## config.mk

```make
export PLATFORM = sky130hd
export DESIGN_NAME = unidade_store
export DESIGN_NICKNAME = d
export VERILOG_FILES = /design/src/rtl/unidade_store.sv
export SDC_FILE = /design/constraint.sdc
export NUM_CORES = 1
export LEC_CHECK = 0
export BUFFER_PORTS_ARGS = -buffer_cell sky130_fd_sc_hd__buf_2
export CAP_MARGIN = 15
export CORE_MARGIN = 4
export CORE_UTILIZATION = 40
export CTS_CLUSTER_DIAMETER = 50
export CTS_CLUSTER_SIZE = 8
export DETAILED_ROUTE_END_ITERATION = 10
export PLACE_DENSITY = 0.66
export SETUP_SLACK_MARGIN = 0.05
export SLEW_MARGIN = 20
export SYNTH_ARGS = -nofsm -noshare
export SYNTH_HDL_FRONTEND = slang
export SYNTH_SLANG_ARGS = --single-unit
```

## constraint.sdc

```tcl
create_clock -name clk -period 3.2 [get_ports clk]
set_input_delay 0.48 -clock clk [delete_from_list [all_inputs] [get_ports clk]]
set_output_delay 0.48 -clock clk [all_outputs]
set_load 0.01 [all_outputs]
```

## src/rtl/unidade_store.sv

```systemverilog
// rtl/unidade_store.sv - MEM-stage store unit: sw/sh/sb into word-wide memory via read-modify-write
module unidade_store #(
   parameter int unsigned TIMEOUT = 255
) (
   input  logic        clk,
   input  logic        reset,
   input  logic        mem_write,
   input  logic [1:0]  tipo,
   input  logic [31:0] endereco,
   input  logic [31:0] dado_reg,
   output logic        stall,
   output logic        concluido,
   output logic        erro,
   output logic        mem_req,
   output logic        mem_we,
   output logic [31:0] mem_addr,
   output logic [31:0] mem_wdata,
   input  logic [31:0] mem_rdata,
   input  logic        mem_ack
);

   typedef enum logic [1:0] {OCIOSO, LEITURA, ESCRITA, FIM} estado_t;

   localparam logic [31:0] LIMITE = 32'(TIMEOUT);

   estado_t     estado, proximo;
   logic [31:0] end_r;
   logic [31:0] buf_r;
   logic [31:0] cont;
   logic [15:0] dado_r;
   logic [1:0]  tipo_r;
   logic        ok_r;
   logic        alinhado;
   logic        estouro;
   logic [31:0] mesclado;

   always_comb begin
      alinhado = 1'b0;
      case (tipo)
         2'b00:   alinhado = 1'b1;
         2'b01:   alinhado = ~endereco[0];
         2'b10:   alinhado = (endereco[1:0] == 2'b00);
         default: alinhado = 1'b0;
      endcase
   end

   // The ack cycle never counts as a wait cycle, so an ack on the last allowed cycle still wins.
   assign estouro = (LIMITE != 32'd0) && !mem_ack && (cont + 32'd1 == LIMITE);

   // Big-endian lanes: byte offset 0 is the most significant byte.
   always_comb begin
      mesclado = mem_rdata;
      if (tipo_r == 2'b01) begin
         if (end_r[1]) mesclado[15:0]  = dado_r;
         else          mesclado[31:16] = dado_r;
      end else begin
         case (end_r[1:0])
            2'b00:   mesclado[31:24] = dado_r[7:0];
            2'b01:   mesclado[23:16] = dado_r[7:0];
            2'b10:   mesclado[15:8]  = dado_r[7:0];
            default: mesclado[7:0]   = dado_r[7:0];
         endcase
      end
   end

   always_ff @(posedge clk) begin
      if (reset) estado <= OCIOSO;
      else       estado <= proximo;
   end

   always_comb begin
      proximo = estado;
      case (estado)
         OCIOSO: begin
            if (mem_write) begin
               if (!alinhado)            proximo = FIM;
               else if (tipo == 2'b10)   proximo = ESCRITA;
               else                      proximo = LEITURA;
            end
         end
         LEITURA: begin
            if (mem_ack)      proximo = ESCRITA;
            else if (estouro) proximo = FIM;
         end
         ESCRITA: begin
            if (mem_ack || estouro) proximo = FIM;
         end
         default: proximo = OCIOSO;
      endcase
   end

   always_ff @(posedge clk) begin
      if (reset) begin
         end_r  <= 32'd0;
         buf_r  <= 32'd0;
         cont   <= 32'd0;
         dado_r <= 16'd0;
         tipo_r <= 2'b00;
         ok_r   <= 1'b0;
      end else begin
         case (estado)
            OCIOSO: begin
               if (mem_write) begin
                  end_r  <= endereco;
                  dado_r <= dado_reg[15:0];
                  tipo_r <= tipo;
                  ok_r   <= 1'b0;
                  cont   <= 32'd0;
                  if (tipo == 2'b10) buf_r <= dado_reg;
               end
            end
            LEITURA: begin
               if (mem_ack) begin
                  buf_r <= mesclado;
                  cont  <= 32'd0;
               end else begin
                  cont <= cont + 32'd1;
               end
            end
            ESCRITA: begin
               if (mem_ack) ok_r <= 1'b1;
               else         cont <= cont + 32'd1;
            end
            default: ;
         endcase
      end
   end

   assign stall     = (estado == LEITURA) || (estado == ESCRITA) || (estado == OCIOSO && mem_write);
   assign mem_req   = (estado == LEITURA) || (estado == ESCRITA);
   assign mem_we    = (estado == ESCRITA);
   assign mem_addr  = {end_r[31:2], 2'b00};
   assign mem_wdata = buf_r;
   assign concluido = (estado == FIM) && ok_r;
   assign erro      = (estado == FIM) && !ok_r;

endmodule

```

==> reports/qor_table.md <==
| Quantity | Reported | Unit |
| --- | --- | --- |
| Peak supply drop | 0.000423 | V |
| Min cycle time layout | 2.82 | ns |
| Number of global-route vias before repair | 6021 | - |
| Final Cycle Share | 0.882 | - |
| Max transition margin | 0.352 | - |
| Async set-reset flop share out of synthesis | 0 | - |
| Clock latency reported for the late side of the worst-skew pair | 0.42 | ns |
| F_max | 354 | MHz |
| Total setup violations reported at the end of the flow | 0 | - |
| Standard-cell rows | 46 | - |
| Post-cts sizing count | 0 | - |
| Top cells by area in the synthesized netlist | dfxtp_1, nand2_1, a21oi_1 | - |
| Share of layout cells above drive strength 1 | 0.245 | - |
| Die Span X | 136 | um |
| Critical path's largest stage delay | 0.65 | ns |
| Critical path type | register to register | - |
| CP Max Fanout | 11 | - |
| GR met3 Demand/Resource | 0.0500 | - |
| Largest area contributor in the netlist | dfxtp_1 | - |
| Proportion of synthesized chip area in sequential cells | 0.357 | - |
| DIE HEIGHT | 136 | um |
| TritonCTS Sinks | 117 | - |
| Detailed-route DRC error count | 0 | - |
| Clock buffer count from CTS | 17 | - |
| Overall die area | 18500 | um2 |
| Violation count after the first detailed-route iteration | 589 | - |
| Number of nets in the final layout | 1082 | - |
| Category of the worst setup path capture point | register | - |
| I/O pin count | 171 | - |
| Routability Congestion | 0.943 | - |
| Number of instances in the placed design | 1170 | - |
| RSZ-0062 raised after global routing | false | - |
| Gate count after technology mapping | 874 | - |
| First element of the critical path | cont[0] | - |
| Router iterations before antenna repair | 5 | - |
| Clock tree from TritonCTS | yes | - |
| Input/output buffers | 168 | - |
| Per-cell routed wire length | 16.2 | um |
| Leakage | 0.00316 | uW |
| Gr usage total | 0.206 | - |
| Clock-pin slew of the registers on the worst-case setup and hold paths | 0.06 | ns |
| Signal arrival time at the worst endpoint | 3.16 | ns |
| Endpoint of the lowest-slack register-to-register path | estado[1] | - |
| Worst EP required | 3.54 | ns |
| Buffer type at the clock tree root | clkbuf_16 | - |
| Actual transition at the worst max-transition pin | 0.972 | ns |
| P&R area growth vs syn | 20.1 | % |
| Crit-path cells | ha_1 -> nand3_2 -> nor3_1 -> o2111ai_1 -> a211oi_2 -> o2111a_2 -> nand4_1 -> o211ai_1 | - |
| Area share of the largest cell type after synthesis | 0.357 | - |
| Cell area after layout | 7890 | um2 |
| Met1 capacity usage during global routing | 0.282 | - |
| Outcome | finished, final reports clean | - |
| Post-synthesis sequential element count | 117 | - |
| Number of synthesized flops with an enable pin | 0 | - |
| Final count of hold timing violations | 0 | - |
| Hold-fix buffers at CTS | 0 | - |
| Global routing usage on met2 | 0.315 | - |
| Power density cells | 743 | nW/um2 |
| Final-report max-slew violation count | 0 | - |
| Final setup TNS | 0 | ns |
| Post-Route WL | 19.5 | mm |
| Total placed instance area | 7270 | um2 |
| Post-synth top flop | dfxtp_1 | - |
| Count of cells along the worst register-to-register path | 8 | - |
| HPWL Detailed | 13.5 | mm |
| Number of non-filler instances in the completed layout | 1201 | - |
| Number of gates on the worst path with buffers counted | 8 | - |
| FF-to-FF setup slack | 0.38 | ns |
| Number of fill cells in the layout | 1611 | - |
| Launch point of the worst reg-to-reg path | cont[0] | - |
| Via-per-instance ratio | 5.54 | - |
| Post-CTS setup-driven buffer insertion count | 0 | - |
| Total standard cell area after synthesis | 6570 | um2 |
| Depth of the CTS H-tree | 4 | - |
| Antenna violations before repair | 0 | - |
| Pin count of the biggest net entering global routing | 51 | - |
| Synth Warn # | 0 | - |
| Starting density of the core | 0.410 | - |
| Detail Route Antenna Nets | 0 | - |
| Clk buf depth | 2 | - |
| Post-Route Skew | 0.00830 | ns |
| Final core area utilization | 0.493 | - |
| Path category of the worst min-delay check | primary input to register | - |
| Startpoint kind of the worst setup timing path | register | - |
| Worst path buffer plus inverter count | 0 | - |
| Worst setup path endpoint | estado[1] | - |
| Final global-route overflow total | 0 | - |
| Most crowded layer after global routing | met2 | - |
| Cell with the largest stage delay on the worst path | nor3_1 | - |
| Wire length of the first global-routing pass | 31.0 | mm |
| Avg Cell Area, Syn | 7.51 | um2 |
| Count of vias placed by the detailed router | 6656 | - |
| Distinct cell type count after synthesis | 70 | - |
| Ant diodes | 0 | - |
| Number of maximum-capacitance violations | 0 | - |
| Placeable Area | 16000 | um2 |
| Worst path top cell family by delay | simple AND/OR/NAND/NOR gates | - |
cells in the mapped netlist (5+ instances only):
cell / number
a311oi_1: 17
clkbuf_1: 52
buf_4: 34
nor4_1: 11
and3_1: 5
nor2_1: 82
nand4_1: 19
a21oi_1: 108
ha_1: 7
nand3_1: 20
o22ai_1: 8
buf_2: 10
mux2i_1: 26
a211oi_1: 31
nor2b_1: 5
nand2_1: 153
and2_1: 7
nor3_1: 10
dfxtp_1: 117
o211ai_1: 5
a31oi_1: 6
o21ai_0: 36
inv_1: 19
a22oi_1: 9
and4_1: 5
cell usage in the layout (no fill, tap or decap), drive strengths merged, types with 3 or more instances in the layout:
cell	n
bufinv	3
o21ai	36
a41oi	3
or3	3
o22ai	8
xnor2	4
nor4	13
nand4	21
and4	8
inv	21
nand2b	4
a311oi	17
nand3	21
clkinv	3
o211ai	5
clkbuf	20
nor3	10
and3	5
or4	6
a21oi	108
and2	8
nand3b	3
dfxtp	117
a31oi	6
clkinvlp	3
mux2i	26
ha	7
a211oi	32
nand2	153
nand4b	3
or2	4
a22oi	9
buf	183
nor2b	5
nor2	82
layer usage:
| metal | vias to the layer above | part of all wire |
|---|---|---|
| met1 | 3068 | 0.45 |
| met3 | 41 | 0.076 |
| met4 | 0 | 0.021 |
| met2 | 265 | 0.45 |
| met5 | - | 0 |
| li1 | 3282 | - |
worst min-delay path by stage:
stage,from,end,slack [ns],cells past startpoint
after detailed placement,end_r[15],end_r[15],0.44,2
after CTS,endereco[25],end_r[25],0.29,3
after global placement,end_r[21],end_r[21],0.44,2
final,endereco[26],end_r[26],0.30,3
after floorplan,end_r[10],end_r[10],0.44,2
after global routing,endereco[25],end_r[25],0.29,3
cell type report:
class,instances,area [um2],area share
clock buffers,20,467,0.0592
clock inverters,11,149,0.0189
multi-input cells,635,3630,0.460
well taps,216,270,0.0343
flip-flops and latches,117,2340,0.297
repair buffers,183,956,0.121
inverters,19,71.3,0.00904
worst register-to-register path: stages, from the launching register on:
cell,delay [ns]
dfxtp_1,0.46
ha_1,0.33
nand3_2,0.26
nor3_1,0.65
o2111ai_1,0.29
a211oi_2,0.28
o2111a_2,0.26
nand4_1,0.11
o211ai_1,0.11
metrics by stage:
stage | hold slack [ns] | worst slack (ns) | total power [uW]
final | 0.296 | 0.379 | 5860
after detailed placement | 0.443 | 0.487 | 3900
after floorplan | 0.437 | 0.879 | 3300
after global placement | 0.440 | 0.545 | 3880
after CTS | 0.285 | 0.450 | 5900
after global routing | 0.288 | 0.0700 | 6230
kinds of logic after synthesis:
logic type      synth area share
fa+ha+maj                 0.0133
other cells             0.000571
flops                      0.357
simple gates               0.262
xor+xnor                 0.00533
buf+inv                   0.0947
compound gates             0.227
mux                       0.0396
power breakdown:
group / internal [uW] / switching (uW) / total (uW)
Clock: 1280 / 699 / 1980
Combinational: 717 / 1260 / 1980
Sequential: 1740 / 165 / 1900
Total: 3740 / 2130 / 5860
flip-flops by register name (all words and copies together), names as in the netlist:
name,count
estado,2
ok_r,1
dado_r,16
mem_wdata,32
end_r,32
tipo_r,2
cont,32
No activity file was read; power rests on OpenSTA's default activity.
